==> src/rtl/rcg_opcg_pkg.sv <==
// Shared types and defaults for the OPCG clock-gate controller.
package rcg_opcg_pkg;

   localparam int DEF_NUM_CH = 4;
   localparam int DEF_CNT_W  = 4;
   localparam int DEF_PLS_W  = 3;

   typedef enum logic [1:0] {
      ST_IDLE  = 2'd0,
      ST_PRE   = 2'd1,
      ST_PULSE = 2'd2,
      ST_POST  = 2'd3
   } opcg_state_e;

   // Increment v, holding at the all-ones value of a w-bit counter.
   function automatic logic [31:0] sat_inc(input logic [31:0] v, input int w);
      logic [31:0] max_v;
      max_v = (32'd1 << w) - 32'd1;
      return (v >= max_v) ? v : v + 32'd1;
   endfunction

endpackage

==> src/rtl/crg_sync2.sv <==
// Two-flop synchroniser with synchronous active-high clear.
module crg_sync2 (
   input  logic clk_in,
   input  logic grst,
   input  logic d,
   output logic q
);

   logic meta;

   always_ff @(posedge clk_in) begin
      if (grst) begin
         meta <= 1'b0;
         q    <= 1'b0;
      end else begin
         meta <= d;
         q    <= meta;
      end
   end

endmodule

==> src/rtl/rcg_opcg_ch_cnt.sv <==
// Per-channel pulse counter: holds the latched pulse count and counts pulses fired.
module rcg_opcg_ch_cnt
   import rcg_opcg_pkg::*;
#(
   parameter int PLS_W = DEF_PLS_W
) (
   input  logic             clk_in,
   input  logic             grst,
   input  logic             clr,
   input  logic             load,
   input  logic [PLS_W-1:0] n_in,
   input  logic             start,
   input  logic             tick,
   output logic             pulse,
   output logic             last,
   output logic             fin
);

   logic [PLS_W-1:0] n_q;
   logic [PLS_W-1:0] cnt_q;
   logic [PLS_W:0]   cnt_nxt;

   assign fin     = (cnt_q >= n_q);
   assign pulse   = start & tick;
   assign cnt_nxt = {1'b0, cnt_q} + {{PLS_W{1'b0}}, pulse};
   // True once this channel has nothing left to fire after the current cycle.
   assign last    = (cnt_nxt >= {1'b0, n_q});

   always_ff @(posedge clk_in) begin
      if (grst) begin
         n_q   <= '0;
         cnt_q <= '0;
      end else if (load) begin
         n_q   <= n_in;
         cnt_q <= '0;
      end else if (clr) begin
         cnt_q <= '0;
      end else if (pulse) begin
         cnt_q <= PLS_W'(sat_inc(32'(cnt_q), PLS_W));
      end
   end

endmodule

==> src/rtl/rcg_ctrl_opcg_mc.sv <==
// Multi-channel OPCG clock-gate sequencer: pre gap, per-channel pulses, post gap.
// Define RCG_OPCG_STAGGER_EN to fire channels one after another instead of together.
module rcg_ctrl_opcg_mc
   import rcg_opcg_pkg::*;
#(
   parameter int NUM_CH = DEF_NUM_CH,
   parameter int CNT_W  = DEF_CNT_W,
   parameter int PLS_W  = DEF_PLS_W
) (
   input  logic                    clk_in,
   input  logic                    grst,
   input  logic                    scan_mode,
   input  logic                    scan_enable,
   input  logic                    opcg_mode,
   input  logic                    opcg_trigger,
   input  logic                    gclk_div_cg_en,
   input  logic [NUM_CH-1:0]       cfg_ch_en,
   input  logic [NUM_CH*PLS_W-1:0] cfg_pls_num,
   input  logic [CNT_W-1:0]        cfg_pre_gap,
   input  logic [CNT_W-1:0]        cfg_post_gap,
   output logic [NUM_CH-1:0]       opcg_clk_cg_en,
   output logic                    opcg_busy,
   output logic                    opcg_done
);

   logic sm_s, se_s, om_s, trig_s;
   logic tick, go, go_s0, go_s1, go_pulse, abort, run, all_last;
   logic ld, clr, done_d;
   opcg_state_e      state_q, state_d;
   logic [CNT_W-1:0] gcnt_q, gcnt_d, pre_q, post_q;
   logic [NUM_CH-1:0] ch_start, ch_pulse, ch_last, ch_fin;

   crg_sync2 u_sync_sm   (.clk_in(clk_in), .grst(grst), .d(scan_mode),    .q(sm_s));
   crg_sync2 u_sync_se   (.clk_in(clk_in), .grst(grst), .d(scan_enable),  .q(se_s));
   crg_sync2 u_sync_om   (.clk_in(clk_in), .grst(grst), .d(opcg_mode),    .q(om_s));
   crg_sync2 u_sync_trig (.clk_in(clk_in), .grst(grst), .d(opcg_trigger), .q(trig_s));

   assign tick      = gclk_div_cg_en;
   assign go        = trig_s & ~se_s & sm_s & om_s;
   assign go_pulse  = go_s0 & ~go_s1;
   assign opcg_busy = (state_q != ST_IDLE);
   // go_s0 takes the value of go on this tick, so ~go here is go_s0 falling.
   assign abort     = tick & opcg_busy & ~go;
   assign run       = (state_q == ST_PULSE) & ~abort;
   assign all_last  = &ch_last;

   for (genvar c = 0; c < NUM_CH; c++) begin : g_ch
      logic [PLS_W-1:0] n_cfg;
      assign n_cfg = cfg_ch_en[c] ? cfg_pls_num[c*PLS_W +: PLS_W] : '0;

      rcg_opcg_ch_cnt #(.PLS_W(PLS_W)) u_cnt (
         .clk_in (clk_in),
         .grst   (grst),
         .clr    (clr),
         .load   (ld),
         .n_in   (n_cfg),
         .start  (ch_start[c]),
         .tick   (tick),
         .pulse  (ch_pulse[c]),
         .last   (ch_last[c]),
         .fin    (ch_fin[c])
      );

`ifdef RCG_OPCG_STAGGER_EN
      if (c == 0) begin : g_first
         assign ch_start[c] = run & ~ch_fin[c];
      end else begin : g_next
         assign ch_start[c] = run & ~ch_fin[c] & (&ch_fin[c-1:0]);
      end
`else
      assign ch_start[c] = run & ~ch_fin[c];
`endif
   end

   always_comb begin
      state_d = state_q;
      gcnt_d  = gcnt_q;
      ld      = 1'b0;
      clr     = 1'b0;
      done_d  = 1'b0;
      if (tick) begin
         case (state_q)
            ST_IDLE: if (go_pulse) begin
               state_d = ST_PRE;
               gcnt_d  = '0;
               ld      = 1'b1;
            end
            ST_PRE: if (gcnt_q == pre_q) begin
               state_d = ST_PULSE;
               gcnt_d  = '0;
            end else begin
               gcnt_d = CNT_W'(sat_inc(32'(gcnt_q), CNT_W));
            end
            ST_PULSE: if (all_last) begin
               state_d = ST_POST;
               gcnt_d  = '0;
            end
            ST_POST: if (gcnt_q == post_q) begin
               state_d = ST_IDLE;
               gcnt_d  = '0;
               done_d  = 1'b1;
            end else begin
               gcnt_d = CNT_W'(sat_inc(32'(gcnt_q), CNT_W));
            end
            default: begin
               state_d = ST_IDLE;
               gcnt_d  = '0;
               clr     = 1'b1;
            end
         endcase
         if (abort) begin
            state_d = ST_IDLE;
            gcnt_d  = '0;
            clr     = 1'b1;
            done_d  = 1'b0;
         end
      end
   end

   always_ff @(posedge clk_in) begin
      if (grst) begin
         state_q        <= ST_IDLE;
         gcnt_q         <= '0;
         pre_q          <= '0;
         post_q         <= '0;
         go_s0          <= 1'b0;
         go_s1          <= 1'b0;
         opcg_clk_cg_en <= '0;
         opcg_done      <= 1'b0;
      end else begin
         state_q        <= state_d;
         gcnt_q         <= gcnt_d;
         if (ld) begin
            pre_q  <= cfg_pre_gap;
            post_q <= cfg_post_gap;
         end
         if (tick) begin
            go_s0 <= go;
            go_s1 <= go_s0;
         end
         opcg_clk_cg_en <= ch_pulse;
         opcg_done      <= done_d;
      end
   end

endmodule
==> config.mk <==
export PLATFORM = sky130hd
export DESIGN_NAME = rcg_ctrl_opcg_mc
export DESIGN_NICKNAME = d
export VERILOG_FILES = /design/src/rtl/rcg_opcg_pkg.sv /design/src/rtl/crg_sync2.sv /design/src/rtl/rcg_opcg_ch_cnt.sv /design/src/rtl/rcg_ctrl_opcg_mc.sv
export SDC_FILE = /design/constraint.sdc
export NUM_CORES = 1
export LEC_CHECK = 0
export CORE_ASPECT_RATIO = 0.75
export CORE_MARGIN = 10
export CORE_UTILIZATION = 50
export CTS_BUF_LIST = sky130_fd_sc_hd__clkbuf_4
export CTS_CLUSTER_DIAMETER = 50
export CTS_CLUSTER_SIZE = 20
export DETAILED_ROUTE_END_ITERATION = 7
export GPL_ROUTABILITY_DRIVEN = 0
export PLACE_DENSITY = 0.8
export SYNTH_ARGS = -nofsm -noshare
export SYNTH_HDL_FRONTEND = slang
export SYNTH_SLANG_ARGS = --single-unit
==> constraint.sdc <==
create_clock -name clk_in -period 7.5 [get_ports clk_in]
set_input_delay 0.75 -clock clk_in [delete_from_list [all_inputs] [get_ports clk_in]]
set_output_delay 0.75 -clock clk_in [all_outputs]
set_load 0.02 [all_outputs]
==> flow_summary.ini <==
[outcome]
status = finished clean

[setup_path]
critical-path-max-stage-delay_ps = 660
end_kind = register
cp_top_family = compound AO/OA/AOI/OAI gates
path_cells = clkdlybuf4s50_1 -> o211ai_2 -> a211o_1 -> inv_1 -> ha_1 -> ha_1 -> ha_1 -> a21boi_0 -> o21ai_0 -> a22o_1 -> o31ai_2 -> nand4_1 -> o22ai_1
r2r_cells = 15
r2r-end = gcnt_q[0]$_SDFFE_PP0P_
startpoint_type = input port
arrival_ps = 4050
path_buf_inv = 2
crit_slowest_cell = clkdlybuf4s50_1
rrSetupSlack_ps = 3860
crit_required_ps = 7820
path_class = input port to register
cp_common_cell = ha_1
worst-path-max-fanout = 8
r2r-start = g_ch[0].u_cnt.cnt_q[0]$_SDFFE_PP0P_

[placement]
dp_hpwl_um = 4560
portBuffers = 36
place_area_um2 = 3380
place_inst = 440
pre_cts_ws_ps = 3370

[floorplan]
num_rows = 24
die_area_um2 = 9450
chipWidth_um = 109
die_y_um = 86.7
coreArea_um2 = 5800
io_pins = 37
start_util = 0.512

[finish]
num_antenna_cells = 0
final_cells = 448
multi_input_area_um2 = 1750
drive_above_1_share = 0.0432
nets = 446
fin_util = 0.595
finalInstanceArea_um2 = 3450
fillCellCount = 505
area_growth_pct = 16.2
layout.area.seq_um2 = 1060

[synthesis]
ys_types = 40
synth_seq_cells = 53
synth-seq-area-share = 0.358
avgSynthCellArea_um2 = 8.80
ys_warn_count = 0
syn_nets = 414
synth_top_cell_by_area = dfxtp_1
synth_top_area_share = 0.358
syn_inst = 337
synth_area_um2 = 2970
synth_area_leaders = dfxtp_1 36%, ha_1 19%, nand2_1 5.4%

[drt]
drt-initial-drc-count = 156
routed_wl_um = 6020
ant_nets = 0
num_vias = 2372
vias_per_cell = 5.29
route.detailed.drc = 0
drtPass1Iterations = 4
routedWlPerCell_um = 13.4

[cts]
cts_tree = done
post_cts_buffers = 0
hold_buffers = 0
cts_resized = 0
cts.path.max_buffers = 2
cts_made_buffers = 5
clock_latency_ps = 390
clk_pin_slew_worst_paths_ps = 170
ctsRootBufferMaster = clkbuf_4
h-tree-depth = 2
cts_num_sinks = 53

[sta]
setup_slack_ps = 3770
maxSlewViolCount = 0
slew_headroom = 0.429
worstMarginPinSlew_ps = 853
min_period_ps = 3730
fin_crit_sh = 0.497
whs_ps = 458
setup_violations = 0
finalHoldViolCount = 0
setup_tns_ps = 0
fin_skew_ps = 17.2
rsz0062_at_grt = no
clock.fmax_mhz = 268

[grt]
grt.overflow.total = 0
grt_max_degree = 45
met1_usage = 0.166
met3_usage = 0.0319
track_usage = 0.129
grt_pass1_vias = 2190
antenna_found_initial = 0
grtUsageMet2 = 0.209
grt-busiest-layer = met2
grt_pass1_wl_um = 10000

[power]
p_switching_mw = 0.108
switching_share = 0.243
leakage_nw = 1.40
seq_power_share = 0.636
combPwrFrac = 0.055
p_int_mw = 0.339
clockPowerShare = 0.310
total_power_mw = 0.447
powerDensity_nw_per_um2 = 130
ir_drop_v = 0.0000818

[hold_path]
holdPathEnd = u_sync_sm.q$_SDFF_PP0_
min_path_cells = 1
hold_class = register to register
worstHoldStart = u_sync_sm.meta$_SDFF_PP0_

[job]
maxCapViolCount = 0
area by class of cell:
type,instances,area share
tap,78,0.0283
clock inverter,3,0.00762
sequential,53,0.308
clock buffer,5,0.0109
inverter,28,0.0305
multi-input combinational,244,0.508
timing repair buffer,37,0.107
layer usage:
metal  share of wire  wire (um)
met5               0          0
met4          0.0076         46
met3           0.047        281
met2            0.47       2800
met1            0.48       2890
cells in the mapped netlist (all sizes together):
| cell | instances |
|---|---|
| dfxtp | 53 |
| ha | 46 |
| nand2 | 43 |
| inv | 28 |
| nor2 | 23 |
| a21oi | 22 |
| nand3 | 18 |
| clkbuf | 10 |
| nor2b | 10 |
| xnor2 | 10 |
| nand2b | 8 |
| a31oi | 6 |
| mux2i | 6 |
| a22oi | 5 |
| o21ai | 5 |
| a211o | 4 |
| a21o | 4 |
| nand4 | 4 |
| xor2 | 4 |
| and3 | 3 |
| o32ai | 3 |
| a211oi | 2 |
| a21boi | 2 |
| a311oi | 2 |
| buf | 2 |
| o31ai | 2 |
| or2 | 2 |
| a22o | 1 |
| a31o | 1 |
| and2 | 1 |
| and4b | 1 |
| nor3b | 1 |
| nor4 | 1 |
| o211a | 1 |
| o211ai | 1 |
| o21a | 1 |
| o22ai | 1 |
sequential cells by signal (all words and copies together), names as in the netlist, 2 cells and up:
name / count
g_ch.u_cnt.cnt_q: 12
g_ch.u_cnt.n_q: 12
gcnt_q: 4
opcg_clk_cg_en: 4
post_q: 4
pre_q: 4
state_q: 2
power groups by stage:
stage	sequential [mW]	combinational, mW	clock (mW)
6_report	0.284	0.0245	0.138
4_1_cts	0.284	0.0247	0.142
5_1_grt	0.285	0.0263	0.154
3_5_place_dp	0.290	0.0246	0
3_3_place_gp	0.290	0.0241	0
2_1_floorplan	0.290	0.00719	0
cells in the final DEF, fill, tap and decap left out, types with 4 or more instances in the layout:
cell,synthesis,final
a22oi_1,5,5
nor2_1,23,23
xnor2_1,10,10
a21oi_1,22,22
nand4_1,4,4
mux2i_1,6,6
dfxtp_1,53,53
nand3_1,18,18
clkbuf_4,0,5
clkdlybuf4s50_1,0,36
a31oi_1,6,6
a21o_1,4,4
a211o_1,4,4
xor2_1,4,4
nand2_1,43,43
inv_1,28,28
nand2b_1,8,8
ha_1,46,46
o21ai_0,5,5
nor2b_1,10,10
worst max path at each step:
stage	startpoint	to	slack (ps)	cells past startpoint
global placement	gclk_div_cg_en	state_q[0]$_SDFFE_PP0P_	3520	13
global route	gclk_div_cg_en	gcnt_q[2]$_SDFFE_PP0P_	3540	13
detailed placement	gclk_div_cg_en	state_q[0]$_SDFFE_PP0P_	3370	13
floorplan	g_ch[0].u_cnt.cnt_q[0]$_SDFFE_PP0P_	state_q[0]$_SDFFE_PP0P_	4230	15
finish	gclk_div_cg_en	gcnt_q[0]$_SDFFE_PP0P_	3770	13
CTS	gclk_div_cg_en	gcnt_q[0]$_SDFFE_PP0P_	3780	13
cells by family after synthesis:
group           Yosys count  share of synthesized area
compound gates           63                      0.154
flops                    53                      0.358
xor+xnor                 14                     0.0413
simple gates            115                      0.181
mux                       6                     0.0202
fa+ha+maj                46                      0.194
buf+inv                  40                     0.0514
Power figures use the tool's default switching activity.
